===== src/rtl/uart_tx_arbiter.sv =====
// -----------------------------------------------------------------------------
// uart_tx_arbiter
//
// Purpose:
//   Arbitrates two requesters for a single UART output handler. The winner's
//   payload is latched into the hdl_* registers. The handler gets a one-cycle
//   start pulse, and the arbiter waits for the handler's done pulse, bounded
//   by a timeout. A one-cycle ack goes back to the requester that was served,
//   together with timeout_err when the handler never finished.
//
// Configuration:
//   UART_ARB_ROUND_ROBIN_EN - when defined, simultaneous requests alternate
//                             between the two requesters. When undefined,
//                             req0 always has priority over req1.
//
// Parameters:
//   TIMEOUT_CYCLES  - maximum number of cycles spent waiting for hdl_finished
//
// Ports:
//   clk             - clock, all state on the rising edge
//   rst             - asynchronous reset, active low
//   req0/req1       - transaction requests, held high until the matching ack
//   reqN_status     - per-requester status word (valid while reqN is high)
//   reqN_address    - per-requester address word
//   reqN_data       - per-requester data word
//   reqN_data_count - per-requester extra data word count
//   ack0/ack1       - one-cycle completion pulse to the served requester
//   timeout_err     - one-cycle pulse, coincident with the ack, on timeout
//   hdl_status/address/data/data_count - latched payload to the handler
//   hdl_send_en     - one-cycle start pulse to the handler
//   hdl_ready       - handler ready level
//   hdl_finished    - handler done pulse (only honoured while waiting)
//   grant           - index of the requester being served
//   busy            - high whenever the arbiter is not idle
// -----------------------------------------------------------------------------
module uart_tx_arbiter #(
    parameter logic [23:0] TIMEOUT_CYCLES = 24'd1000000
) (
    input  logic        clk,
    input  logic        rst,
    input  logic        req0,
    input  logic        req1,
    input  logic [31:0] req0_status,
    input  logic [31:0] req0_address,
    input  logic [31:0] req0_data,
    input  logic [15:0] req0_data_count,
    input  logic [31:0] req1_status,
    input  logic [31:0] req1_address,
    input  logic [31:0] req1_data,
    input  logic [15:0] req1_data_count,
    output logic        ack0,
    output logic        ack1,
    output logic        timeout_err,
    output logic [31:0] hdl_status,
    output logic [31:0] hdl_address,
    output logic [31:0] hdl_data,
    output logic [15:0] hdl_data_count,
    output logic        hdl_send_en,
    input  logic        hdl_ready,
    input  logic        hdl_finished,
    output logic        grant,
    output logic        busy
);

    typedef enum logic [1:0] {
        IDLE = 2'd0,
        SEND = 2'd1,
        WAIT = 2'd2,
        DONE = 2'd3
    } state_t;

    // Timer value on which the wait is abandoned.
    localparam logic [23:0] TIMER_LAST = TIMEOUT_CYCLES - 24'd1;

    state_t      state;
    logic [23:0] timer;
    logic        winner;

    // The timer holds at all-ones rather than wrapping, so a very large
    // TIMEOUT_CYCLES can never be skipped past by a wrap-around.
    function automatic logic [23:0] sat_inc(input logic [23:0] value);
        return (value == 24'hFFFFFF) ? value : value + 24'd1;
    endfunction

`ifdef UART_ARB_ROUND_ROBIN_EN
    // Index of the requester preferred on the next simultaneous request.
    logic rr_ptr;

    always_comb begin
        winner = 1'b0;
        if (req0 && req1) begin
            winner = rr_ptr;
        end else begin
            winner = req1;
        end
    end
`else
    // Fixed priority: req1 wins only when req0 is absent.
    always_comb begin
        winner = !req0;
    end
`endif

    always_ff @(posedge clk or negedge rst) begin
        if (!rst) begin
            state          <= IDLE;
            timer          <= 24'd0;
            grant          <= 1'b0;
            busy           <= 1'b0;
            ack0           <= 1'b0;
            ack1           <= 1'b0;
            timeout_err    <= 1'b0;
            hdl_send_en    <= 1'b0;
            hdl_status     <= 32'd0;
            hdl_address    <= 32'd0;
            hdl_data       <= 32'd0;
            hdl_data_count <= 16'd0;
`ifdef UART_ARB_ROUND_ROBIN_EN
            rr_ptr         <= 1'b0;
`endif
        end else begin
            // Pulse outputs default low; each is raised for exactly one
            // cycle by the transition that owns it.
            hdl_send_en <= 1'b0;
            ack0        <= 1'b0;
            ack1        <= 1'b0;
            timeout_err <= 1'b0;

            case (state)
                IDLE: begin
                    if (req0 || req1) begin
                        grant          <= winner;
                        hdl_status     <= winner ? req1_status     : req0_status;
                        hdl_address    <= winner ? req1_address    : req0_address;
                        hdl_data       <= winner ? req1_data       : req0_data;
                        hdl_data_count <= winner ? req1_data_count : req0_data_count;
                        busy           <= 1'b1;
                        state          <= SEND;
                    end
                end

                SEND: begin
                    if (hdl_ready) begin
                        hdl_send_en <= 1'b1;
                        timer       <= 24'd0;
                        state       <= WAIT;
                    end
                end

                WAIT: begin
                    timer <= sat_inc(timer);
                    // The ack and error pulses are raised on entry to DONE
                    // so they are visible during the DONE cycle itself.
                    // A finish arriving on the timeout cycle takes precedence.
                    if (hdl_finished) begin
                        ack0  <= !grant;
                        ack1  <= grant;
                        state <= DONE;
                    end else if (timer == TIMER_LAST) begin
                        ack0        <= !grant;
                        ack1        <= grant;
                        timeout_err <= 1'b1;
                        state       <= DONE;
                    end
                end

                DONE: begin
                    busy  <= 1'b0;
                    state <= IDLE;
`ifdef UART_ARB_ROUND_ROBIN_EN
                    rr_ptr <= !grant;
`endif
                end

                default: begin
                    busy  <= 1'b0;
                    state <= IDLE;
                end
            endcase
        end
    end

endmodule


===== config.mk =====
export PLATFORM = sky130hd
export DESIGN_NAME = uart_tx_arbiter
export DESIGN_NICKNAME = d
export VERILOG_FILES = /design/src/rtl/uart_tx_arbiter.sv
export SDC_FILE = /design/constraint.sdc
export NUM_CORES = 1
export LEC_CHECK = 0
export ABC_AREA = 1
export BUFFER_PORTS_ARGS = -buffer_cell sky130_fd_sc_hd__clkbuf_2
export CAP_MARGIN = 20
export CORE_AREA = 2 2 134 136
export DETAILED_ROUTE_END_ITERATION = 10
export DIE_AREA = 0 0 136 138
export PLACE_DENSITY = 0.84
export SYNTH_ARGS = -nofsm -noshare
export SYNTH_HDL_FRONTEND = slang
export SYNTH_SLANG_ARGS = --single-unit

===== constraint.sdc =====
create_clock -name clk -period 3.4 [get_ports clk]
set_clock_uncertainty 0.15 [all_clocks]
set_input_delay 0.17 -clock clk [delete_from_list [all_inputs] [get_ports clk]]
set_output_delay 0.17 -clock clk [all_outputs]
set_load 0.02 [all_outputs]

==> run summary <==
Clk sinks: 144
Area grow syn2layout: 61.5%
Post-detail-place hpwl: 16000 microns
Share of layout cells above drive strength 1: 27.8%
Vias per cell: 5.19
Core footprint: 0.0175 sq mm
Simple-gate share of the synthesized area: 22.2%
Initial antenna violation count: 5
Number of remaining DRC errors: 0
Cell variety after synth: 31
DR pass1 iterations: 6
Synth Area in XOR/XNOR: 1.61%
Fillers: 1197
CTS Buffer Depth: 2
Worst Max-Slew Pin Slew: 985 ps
Worst Setup Start Kind: register
Crit path largest cell delay: 450 ps
Clock transition at path regs: 70 ps
Post-synthesis compound-gate area fraction: 17.3%
Worst hold path class: in2reg
Tmin final: 2230 ps
CP required: 3480 ps
Mapped Cells: 1010
Syn Area/Cell: 7.55 sq um
F_max: 448 MHz
Post-synthesis adder-cell area fraction: 0.984%
Hold wc startpoint: req1
Worst setup EP type: register
Kind of critical path: reg2reg
Total grt overflow: 0
Top sig layer: met4
Instance area after placement: 0.00945 sq mm
Final Cycle Share: 65.6%
First-pass GRT wire length: 48500 microns
Post_cts resized: 0
Syn Nets: 1246
Slowest cell on the critical path: buf_12
R2r setup slk: 1170 ps
Reg2Reg Capture Point: hdl_status[26]
Routed WL: 30900 microns
Pwr dens: 708 mW/mm^2
#FFs+latches synth: 144
Critical path buffers and inverters: 2
Mux share of post-synthesis cell area: 0%
Root Driver: clkbuf_16
Synthesized area: 0.00763 sq mm
Max cap viols: 0
Starting density of the core: 43.5%
Met2 routed WL: 15200 microns
Final core utilization: 70.3%
Wire length on met1: 10600 microns
Synth top area cells: dfrtp_1 47%, nand2_1 15%, o21ai_0 14%
Row count: 49
Final setup violation count: 0
Register Area: 0.00360 sq mm
Worst-path fanout max: 227
Fin area: 0.0123 sq mm
Crit path arrival time: 2310 ps
Drt wl/cell: 17.2 microns
I/O Pins: 348
Cell depth of the worst flop-to-flop path: 5
RSZ-0062 raised after global routing: false
DR WL met3: 2760 microns
Die width: 136 microns
Final Slew Violations: 0
# H-tree levels: 4
Final ANT Viol Nets: 0
Vias in the first global route: 9656
Clk_lat worst skew: 420 ps
Multi-input combinational cell area: 0.00322 sq mm
Layout Nets: 1784
RR Startpoint: state[0]
Top cell type by total area after synthesis: dfrtp_1
Static Leak: 6.50 nW
Hold Path Stages: 4
GPL Wtd Cong: 0.926
CTS Buf Count: 17
Setup tns final: 0 ps
Share of the synthesized area in the top cell type: 47.2%
Worst-path cell chain: inv_1 -> ha_1 -> o21ai_4 -> buf_12 -> o21ai_0
Iter 0 DRT Violations: 700
Synth Warn #: 0
PortBufs: 347
CTS tree: done
CP top delay family: buffers and inverters
Overall Global Routing Usage: 33.0%
Die ar.: 0.0188 sq mm
Slew margin rel.: 34.3%
Final Hold Viols: 0
DIE HEIGHT: 138 microns
Largest family of logic cells by synthesized area: simple AND/OR/NAND/NOR gates
Max IR drop VDD: 0.000561 V
Hold Path Sink: busy
Largest net degree at the start of global routing: 228
Seq/Total Area, Yosys: 47.2%
Routed via count: 9328
Status: complete, no violations
==> stage by stage <==
stage | power, mW | hold slack (ps) | std cells | setup slack (ps)
6_report | 8.73 | 32.6 | 1798 | 1170
5_1_grt | 9.19 | 49.8 | 1795 | 1010
4_1_cts | 8.47 | 2.28 | 1789 | 1250
3_5_place_dp | 6.23 | 24.2 | 1535 | 1240
3_3_place_gp | 6.11 | 19.1 | 1535 | 1390
2_1_floorplan | 5.06 | -276 | 1010 | 1630
==> worst max-delay path by stage <==
stage / from / endpoint / cells after the start
2_1_floorplan: state[0] / timer[6] / 8
3_3_place_gp: state[0] / timer[0] / 6
3_5_place_dp: state[0] / timer[2] / 6
4_1_cts: state[0] / timer[2] / 6
5_1_grt: timer[0] / timer[22] / 8
6_report: state[0] / hdl_status[26] / 5
==> per-layer routing <==
metal,GRT usage (%),up-vias
li1,-,4230
met5,0,-
met1,34.4,4278
met2,56.1,608
met3,10.6,212
met4,22.3,0
==> repair_timing <==
item                                   in CTS  in global routing
endpoints found under the hold margin     167                  0
buffers inserted                            0                  0
hold buffers                              223                  0
==> kinds of logic (layout without fill, tap and decap cells) <==
| logic type | Yosys count | in the layout |
|---|---|---|
| AND/OR/NAND/NOR | 401 | 401 |
| adder cells (fa/ha/maj) | 6 | 6 |
| other | 0 | 9 |
| flip-flops | 144 | 144 |
| buffers and inverters | 195 | 745 |
| XOR/XNOR | 14 | 14 |
| AO/OA/AOI/OAI | 250 | 250 |
==> registers in the layout, indices dropped and copies added, names as in the netlist <==
register	count
timer	24
hdl_address	32
ack0	1
grant	1
timeout_err	1
hdl_send_en	1
hdl_data_count	16
state	2
ack1	1
busy	1
hdl_data	32
hdl_status	32
==> tightest hold or removal path: stages <==
cell      delay [ps]
clkbuf_2         120
nor3b_1           80
o22ai_1          140
inv_1             50
==> Yosys cell counts <==
master	n
nor2_1	39
buf_2	19
nand3_1	16
nand2_1	308
nand2_4	2
nor2_2	2
buf_1	6
nand4_4	2
nand4_1	3
a21oi_2	1
buf_6	1
xor2_1	10
inv_2	3
nand2_2	19
dfrtp_1	144
xnor2_1	4
o21ai_2	16
o21ai_1	18
clkbuf_1	23
o22ai_1	1
or2_2	1
buf_4	3
ha_1	6
o21ai_0	214
nor3b_1	1
inv_1	137
nor3_1	3
buf_8	1
nor2_8	1
buf_12	2
nor2_4	4
==> power by group <==
group | switching, mW | internal [mW]
Sequential | 0.495 | 2.44
Combinational | 2.54 | 1.26
Clock | 0.801 | 1.19
Total | 3.84 | 4.89
==> layout make-up <==
| type | instances | share of cell area, % |
|---|---|---|
| timing repair buffer | 574 | 32.9 |
| sequential | 144 | 29.3 |
| multi-input combinational | 671 | 26.1 |
| inverter | 140 | 4.27 |
| clock buffer | 18 | 3.57 |
| tap | 229 | 2.33 |
| clock inverter | 13 | 1.42 |
| antenna | 9 | 0.183 |
==> cells in the final DEF, fill, tap and decap left out, types with 2 or more instances in the layout <==
master         instances
inv_1                137
nand3_1               16
nand2_4                2
buf_12                 3
nor2_2                 2
nor2_1                39
nand4_4                2
nand4_1                3
buf_6                  2
clkbuf_16             17
nand2_1              308
clkinv_4               2
clkbuf_2             345
dfrtp_1              144
inv_2                  3
o21ai_1               17
bufinv_16              3
diode_2                9
nor3_1                 3
o21ai_0              214
ha_1                   6
dlygate4sd3_1        223
o21ai_2               16
xor2_1                10
nand2_2               19
inv_6                  5
nor2_4                 4
xnor2_1                4
Note: power is estimated with default switching activity, not from simulation.
